--- src/rtl/serial_adder.sv ---
// serial_adder: bit-serial adder/subtractor built from one full-adder cell and a carry flip-flop
module serial_adder #(
  parameter int WIDTH = 8
) (
  input  logic             clk,
  input  logic             rst,
  input  logic             in_valid,
  output logic             in_ready,
  input  logic [WIDTH-1:0] a,
  input  logic [WIDTH-1:0] b,
  input  logic             cin,
  input  logic             sub,
  output logic [WIDTH-1:0] sum,
  output logic             cout,
  output logic             out_valid,
  input  logic             out_ready
);
  localparam int CW = $clog2(WIDTH + 1);
  localparam logic [CW-1:0] LAST = CW'(WIDTH - 1);
  typedef enum logic [1:0] {IDLE, RUN, DONE} state_t;
  state_t state, state_nx;
  logic [WIDTH-1:0] a_sh, b_sh;
  logic [CW-1:0] cnt;
  logic c, s, c_nx;
  assign in_ready  = state == IDLE;
  assign out_valid = state == DONE;
  // full-adder cell on the current LSBs plus next-state selection
  always_comb begin
    s        = a_sh[0] ^ b_sh[0] ^ c;
    c_nx     = (a_sh[0] & b_sh[0]) | (a_sh[0] & c) | (b_sh[0] & c);
    state_nx = state == IDLE ? (in_valid ? RUN : IDLE) :
               state == RUN  ? (cnt == LAST ? DONE : RUN) :
                               (out_ready ? IDLE : DONE);
  end
  // state register
  always_ff @(posedge clk)
    state <= rst ? IDLE : state_nx;
  // operand shifters, carry, result and bit counter; sum fills from the MSB side
  always_ff @(posedge clk) begin
    if (rst) begin
      a_sh <= '0;
      b_sh <= '0;
      sum  <= '0;
      cout <= 1'b0;
      c    <= 1'b0;
      cnt  <= '0;
    end else if (state == IDLE && in_valid) begin
      a_sh <= a;
      b_sh <= sub ? ~b : b;
      c    <= sub | cin;
      cnt  <= '0;
    end else if (state == RUN) begin
      a_sh <= a_sh >> 1;
      b_sh <= b_sh >> 1;
      sum  <= (sum >> 1) | (WIDTH'(s) << (WIDTH - 1));
      c    <= c_nx;
      cnt  <= cnt + CW'(1);
      if (cnt == LAST) cout <= c_nx;
    end
  end
endmodule

--- config.mk ---
export PLATFORM = sky130hd
export DESIGN_NAME = serial_adder
export DESIGN_NICKNAME = d
export VERILOG_FILES = /design/src/rtl/serial_adder.sv
export SDC_FILE = /design/constraint.sdc
export NUM_CORES = 1
export LEC_CHECK = 0
export ABC_CLOCK_PERIOD_IN_PS = 1700
export BUFFER_PORTS_ARGS = -buffer_cell sky130_fd_sc_hd__buf_2
export CORE_AREA = 2 2 56 58
export DETAILED_ROUTE_END_ITERATION = 10
export DIE_AREA = 0 0 58 60
export PLACE_DENSITY = 0.76
export SETUP_SLACK_MARGIN = 0.05
export SYNTH_ARGS = -nofsm -noshare
export SYNTH_HDL_FRONTEND = slang
export SYNTH_SLANG_ARGS = --single-unit
--- constraint.sdc ---
create_clock -name clk -period 1.7 [get_ports clk]
set_input_delay 0.17 -clock clk [delete_from_list [all_inputs] [get_ports clk]]
set_output_delay 0.17 -clock clk [all_outputs]
set_load 0.005 [all_outputs]
==> impl_metrics.json, run 1 <==
{
  "status": "complete, no violations",
  "routed_via_density": 5.47,
  "ys_ff_latch": 32,
  "grtUsageMet2_pct": 31.8,
  "rsz0062_at_grt": "false",
  "cap_violations": 0,
  "drcViolationCount": 0,
  "yosysMostFrequentCell": "dfxtp_1",
  "nFillCells": 270,
  "wl_per_cell_um": 13.3,
  "synth_top_area_cell": "dfxtp_1",
  "drt_pass1_iterations": 4,
  "grt_max_degree": 16,
  "vias": 1248,
  "vdd_drop_max_v": 0.000573,
  "globalplace.congestion": 0.813,
  "finalHoldViolations": 0,
  "setup_viol": 0,
  "yosysUniqueCellTypes": 33,
  "grt_pass1_vias": 1162,
  "wl_um": 3030,
  "synth_area_um2": 1430,
  "chipWidth_um": 58,
  "synth-main-ff-cell": "dfxtp_1",
  "use_met1_pct": 26.9,
  "synth.area.top_cells": "dfxtp_1 (45%), nand2_1 (6.3%), a21oi_1 (5.2%), nor2_1 (5.2%), a221o_1 (4.9%)",
  "rows": 20,
  "power_w": 0.00143,
  "grt_use_total_pct": 20.0,
  "slew_viol_final": 0,
  "nets": 218,
  "cts_sinks": 32,
  "relSlewSlack_pct": 68.2,
  "synth_common_cells": "dfxtp_1 (32), nand2_1 (24), nor2_1 (20), a21oi_1 (15), xnor2_1 (8)",
  "syn2layout_area_growth_pct": 15.4,
  "post-route-min-period_ns": 1.49,
  "setup_ws_ns": 0.214,
  "worst_slew_pin_slew_ns": 0.476,
  "core_um2": 2900,
  "n_antenna_cell": 0,
  "min_path_type": "in -> reg",
  "synth_edf_count": 0,
  "ctsResizeCount": 0,
  "cp-start-kind": "flop",
  "synth_cells": 162,
  "cts_buffers": 5,
  "critPathKind": "reg -> reg",
  "ys_seq_area_share_pct": 44.8,
  "htreeDepth": 2,
  "cp.arrival_ns": 1.73,
  "p_per_area_nw_per_um2": 869,
  "async_flop_share_pct": 0,
  "dp_slack_ns": 0.232,
  "grt_first_pass_wirelength_um": 5270,
  "cts_tree": "done",
  "tns_ns": 0,
  "overflow": 0,
  "die_area_um2": 3480,
  "clock_tree.root_cell": "clkbuf_4",
  "required_ns": 1.94,
  "layout-drive-gt1-share_pct": 25.1,
  "yosys_warnings": 0,
  "clockBufferDepth": 2,
  "die_h_um": 60,
  "ios": 33,
  "stdcell_area_um2": 1650,
  "gr-usage-met3_pct": 4.55,
  "busiest_layer": "met2",
  "fin_crit_sh_pct": 87.4,
  "antenna_found_initial": 0,
  "placed_cell_area_um2": 1590,
  "worst_hold_slack_ns": 0.108,
  "finalClockSkew_ns": 0.0103,
  "cts.clk_slew.worst_paths_ns": 0.10,
  "final_antenna_net_count": 0,
  "max_freq_mhz": 673,
  "drt-initial-drc-count": 16,
  "leakagePower_nw": 0.671,
  "start_util_pct": 49.3,
  "clk-insertion-delay-late_ns": 0.33,
  "dp_hpwl_um": 2230,
  "critPathCaptureType": "flop",
  "worstPathMaxFanout": 14,
  "post_cts_buffers": 0,
  "synth_top_area_share_pct": 44.8,
  "ctsHoldBuffers": 0,
  "syn_area_per_cell_um2": 8.83,
  "synth_fp_nets": 186,
  "io_buffer_count": 32
}
-- sequential cells by signal (all words and copies together), names as in the netlist --
name	flops
c	1
state	2
sum	8
b_sh	8
cnt	4
a_sh	8
cout	1
-- critical path, stage by stage (launching register included) --
cell and delay [ns]:
dfxtp_1 0.63, nand2b_1 0.18, or3_1 0.37, a211oi_1 0.23
-- through the flow --
step           utilization, %  std cells
6_report                 56.9        228
5_1_grt                  56.9        228
2_1_floorplan               -        162
3_3_place_gp             54.9        220
4_1_cts                  56.9        228
3_5_place_dp             54.9        220
-- final cells by class --
class	count	area [um^2]	share of cell area, %
Clock inverter	3	18.8	1.14
Clock buffer	5	37.5	2.27
Timing Repair Buffer	37	198	12.0
Multi-Input combinational cell	116	707	42.8
Sequential cell	32	641	38.8
Inverter	2	7.51	0.455
Tap cell	33	41.3	2.50
-- per-layer routing --
metal | vias up | share of wire (%)
met2 | 27 | 49
met3 | 5 | 4.5
met1 | 591 | 46
li1 | 625 | -
met4 | 0 | 0.96
met5 | - | 0
-- path summary, 6_finish.rpt --
check	slack, ns	cells after the start	startpoint	to
worst min register to register	0.47	2	sum[0]$_SDFFE_PP0P_	sum[0]$_SDFFE_PP0P_
worst max register to register	0.21	3	state[0]$_SDFF_PP0_	cnt[3]$_SDFFE_PP0P_
worst max-delay path	0.21	3	state[0]$_SDFF_PP0_	cnt[3]$_SDFFE_PP0P_
worst min-delay path	0.11	3	out_ready	state[1]$_SDFF_PP0_
-- report_power, final --
group | switching [W] | leakage, nW | internal (W)
clock network | 0.000264 | 0.0349 | 0.000159
registers | 0.0000303 | 0.262 | 0.000789
logic | 0.0000999 | 0.375 | 0.0000928
total | 0.000394 | 0.671 | 0.00104
-- kinds of logic (layout without fill, tap and decap cells) --
group	Yosys count	count (layout)	synth area share [%]
AND/OR/NAND/NOR	63	63	21.0
AO/OA/AOI/OAI	40	40	19.3
flip-flops	32	32	44.8
buffers and inverters	14	47	5.77
XOR/XNOR	10	10	6.12
adder cells (fa/ha/maj)	2	2	2.27
multiplexers	1	1	0.700
-- layout by cell type (no fill, tap or decap), types with 4 or more instances in the layout --
master,instances
nand2_1,24
nand2b_1,4
xnor2_1,8
buf_4,5
clkbuf_4,5
a221o_1,7
nor2_1,20
a21oi_1,15
a211oi_1,7
buf_2,32
dfxtp_1,32
(Power assumes the default switching activity.)
==> run 2, diff against run 1 <==
Settings changed: ABC_CLOCK_PERIOD_IN_PS 1700 to 1500, GPL_TIMING_DRIVEN set to 0.
Clock period 1.7 ns to 1.5 ns, I/O delays scaled along.
==> run 2 against run 1 <==
Combinational power up 25%. Critical endpoint is now b_sh[4]$_SDFFE_PP0P_. Register-to-register slack got worse by 0.06 ns. Worst setup slack got worse by 0.061 ns. Core utilization increased by 2.6 points. First-iteration DRC count rose by 110%. Flip-flop and latch count did not move. Die area is the same.
==> impl_metrics.json, run 2 (synthesis gave the netlist of run 1 again) <==
{
  "status": "complete, no violations",
  "max_freq_mhz": 743,
  "cts_tree": "done",
  "clockBufferDepth": 2,
  "clk-insertion-delay-late_ns": 0.33,
  "dp_hpwl_um": 2300,
  "final_cell_mix": "buf_2 (32), dfxtp_1 (32), nand2_1 (24)",
  "power_w": 0.00180,
  "min_path_type": "in -> reg",
  "antenna_found_initial": 0,
  "leakagePower_nw": 0.708,
  "p_per_area_nw_per_um2": 1040,
  "rows": 20,
  "critPathCaptureType": "flop",
  "startpoint": "state[0]$_SDFF_PP0_",
  "final_antenna_net_count": 0,
  "core_um2": 2900,
  "drcViolationCount": 0,
  "largest_registers": "a_sh: 8 flops, b_sh: 8 flops, sum: 8 flops",
  "ios": 33,
  "path_cells": "buf_4, o21ba_2, nor2_2, a221o_1",
  "die_h_um": 60,
  "nFillCells": 298,
  "grt_first_pass_wirelength_um": 5380,
  "hold_depth": 2,
  "routed_via_density": 5.36,
  "grt_use_total_pct": 20.7,
  "layout-drive-gt1-share_pct": 26.2,
  "cp-start-kind": "flop",
  "nets": 225,
  "globalplace.congestion": 0.794,
  "worstPathMaxFanout": 10,
  "worst_slew_pin_slew_ns": 0.487,
  "finalCoreUtilization_pct": 59.5,
  "hp-start": "rst",
  "htreeDepth": 2,
  "setup_viol": 0,
  "drt-initial-drc-count": 33,
  "slew_viol_final": 0,
  "cts_buffers": 5,
  "wl_per_cell_um": 13.8,
  "overflow": 0,
  "wl_um": 3240,
  "critPathMaxStageDelay_ns": 0.39,
  "vias": 1260,
  "die_area_um2": 3480,
  "cts.clk_slew.worst_paths_ns": 0.10,
  "grt_pass1_vias": 1181,
  "required_ns": 1.72,
  "post-route-min-period_ns": 1.35,
  "io_buffer_count": 30,
  "cp.arrival_ns": 1.57,
  "cp_slowest_cell": "dfxtp_1",
  "tns_ns": 0,
  "grt_max_degree": 11,
  "r2r_start": "state[0]$_SDFF_PP0_",
  "chipWidth_um": 58,
  "finalClockSkew_ns": 0.00870,
  "clock_tree.root_cell": "clkbuf_4",
  "finalHoldViolations": 0,
  "drt_pass1_iterations": 4,
  "seq_area_um2": 641,
  "syn2layout_area_growth_pct": 20.7,
  "cap_violations": 0,
  "cts_sinks": 32,
  "critPathKind": "reg -> reg",
  "relSlewSlack_pct": 67.5,
  "reg2reg_depth": 4,
  "rsz0062_at_grt": "false",
  "multi_input_area_um2": 707,
  "vdd_drop_max_v": 0.00109,
  "fin_crit_sh_pct": 89.8,
  "start_util_pct": 49.3,
  "n_antenna_cell": 0
}
run 2: routing by layer:
| layer | vias up | GRT usage (%) | share of wire [%] |
|---|---|---|---|
| met5 | - | 0 | 0 |
| met4 | 0 | 7.97 | 1.6 |
| met3 | 7 | 5.84 | 5.7 |
| met2 | 33 | 33.8 | 48 |
| met1 | 579 | 26.1 | 45 |
| li1 | 641 | - | - |
run 2: final cells by class:
cell class	count	share of cell area [%]
inverters	2	0.435
plain buffers	11	4.71
clock buffers	6	2.39
multi-input cells	116	40.9
clock inverters	2	2.03
flip-flops and latches	32	37.1
well taps	33	2.39
repair buffers	33	10.0
run 2: metrics by stage:
step           worst slack [ns]  instance area (um^2)  cells  hold WS [ns]
2_1_floorplan             0.256                  1430    162         0.311
3_3_place_gp              0.130                  1620    225         0.375
3_5_place_dp             0.0750                  1620    225         0.382
4_1_cts                  0.0934                  1720    236       0.00889
5_1_grt                  0.0585                  1730    235        0.0118
6_report                  0.153                  1730    235        0.0281
run 2: worst paths after layout:
check	endpoint	slack [ns]
max	b_sh[4]$_SDFFE_PP0P_	0.15
min	state[0]$_SDFF_PP0_	0.03
max reg2reg	b_sh[4]$_SDFFE_PP0P_	0.15
min reg2reg	sum[0]$_SDFFE_PP0P_	0.46
run 2: repair_timing:
| action | 4_1_cts | 5_1_grt |
|---|---|---|
| endpoints found under the hold margin | 0 | 0 |
| buffers inserted | 3 | 0 |
| pin swaps | 1 | 0 |
| cloned | 0 | 0 |
| hold buffers | 0 | 0 |
| setup endpoints to repair | 2 | 15 |
| gates resized for setup | 0 | 5 |
run 2: critical path, delay by kind of cell, from the launching register on:
kind | cells | cell delay [ns]
compound gates | 2 | 0.55
buf+inv | 1 | 0.20
flops | 1 | 0.39
simple gates | 1 | 0.09
run 2: report_power, final:
group | total (W) | leakage (nW) | internal, W | switching, W
clock network | 0.000639 | 0.0422 | 0.000349 | 0.000289
logic | 0.000241 | 0.404 | 0.000116 | 0.000125
registers | 0.000924 | 0.262 | 0.000894 | 0.0000296
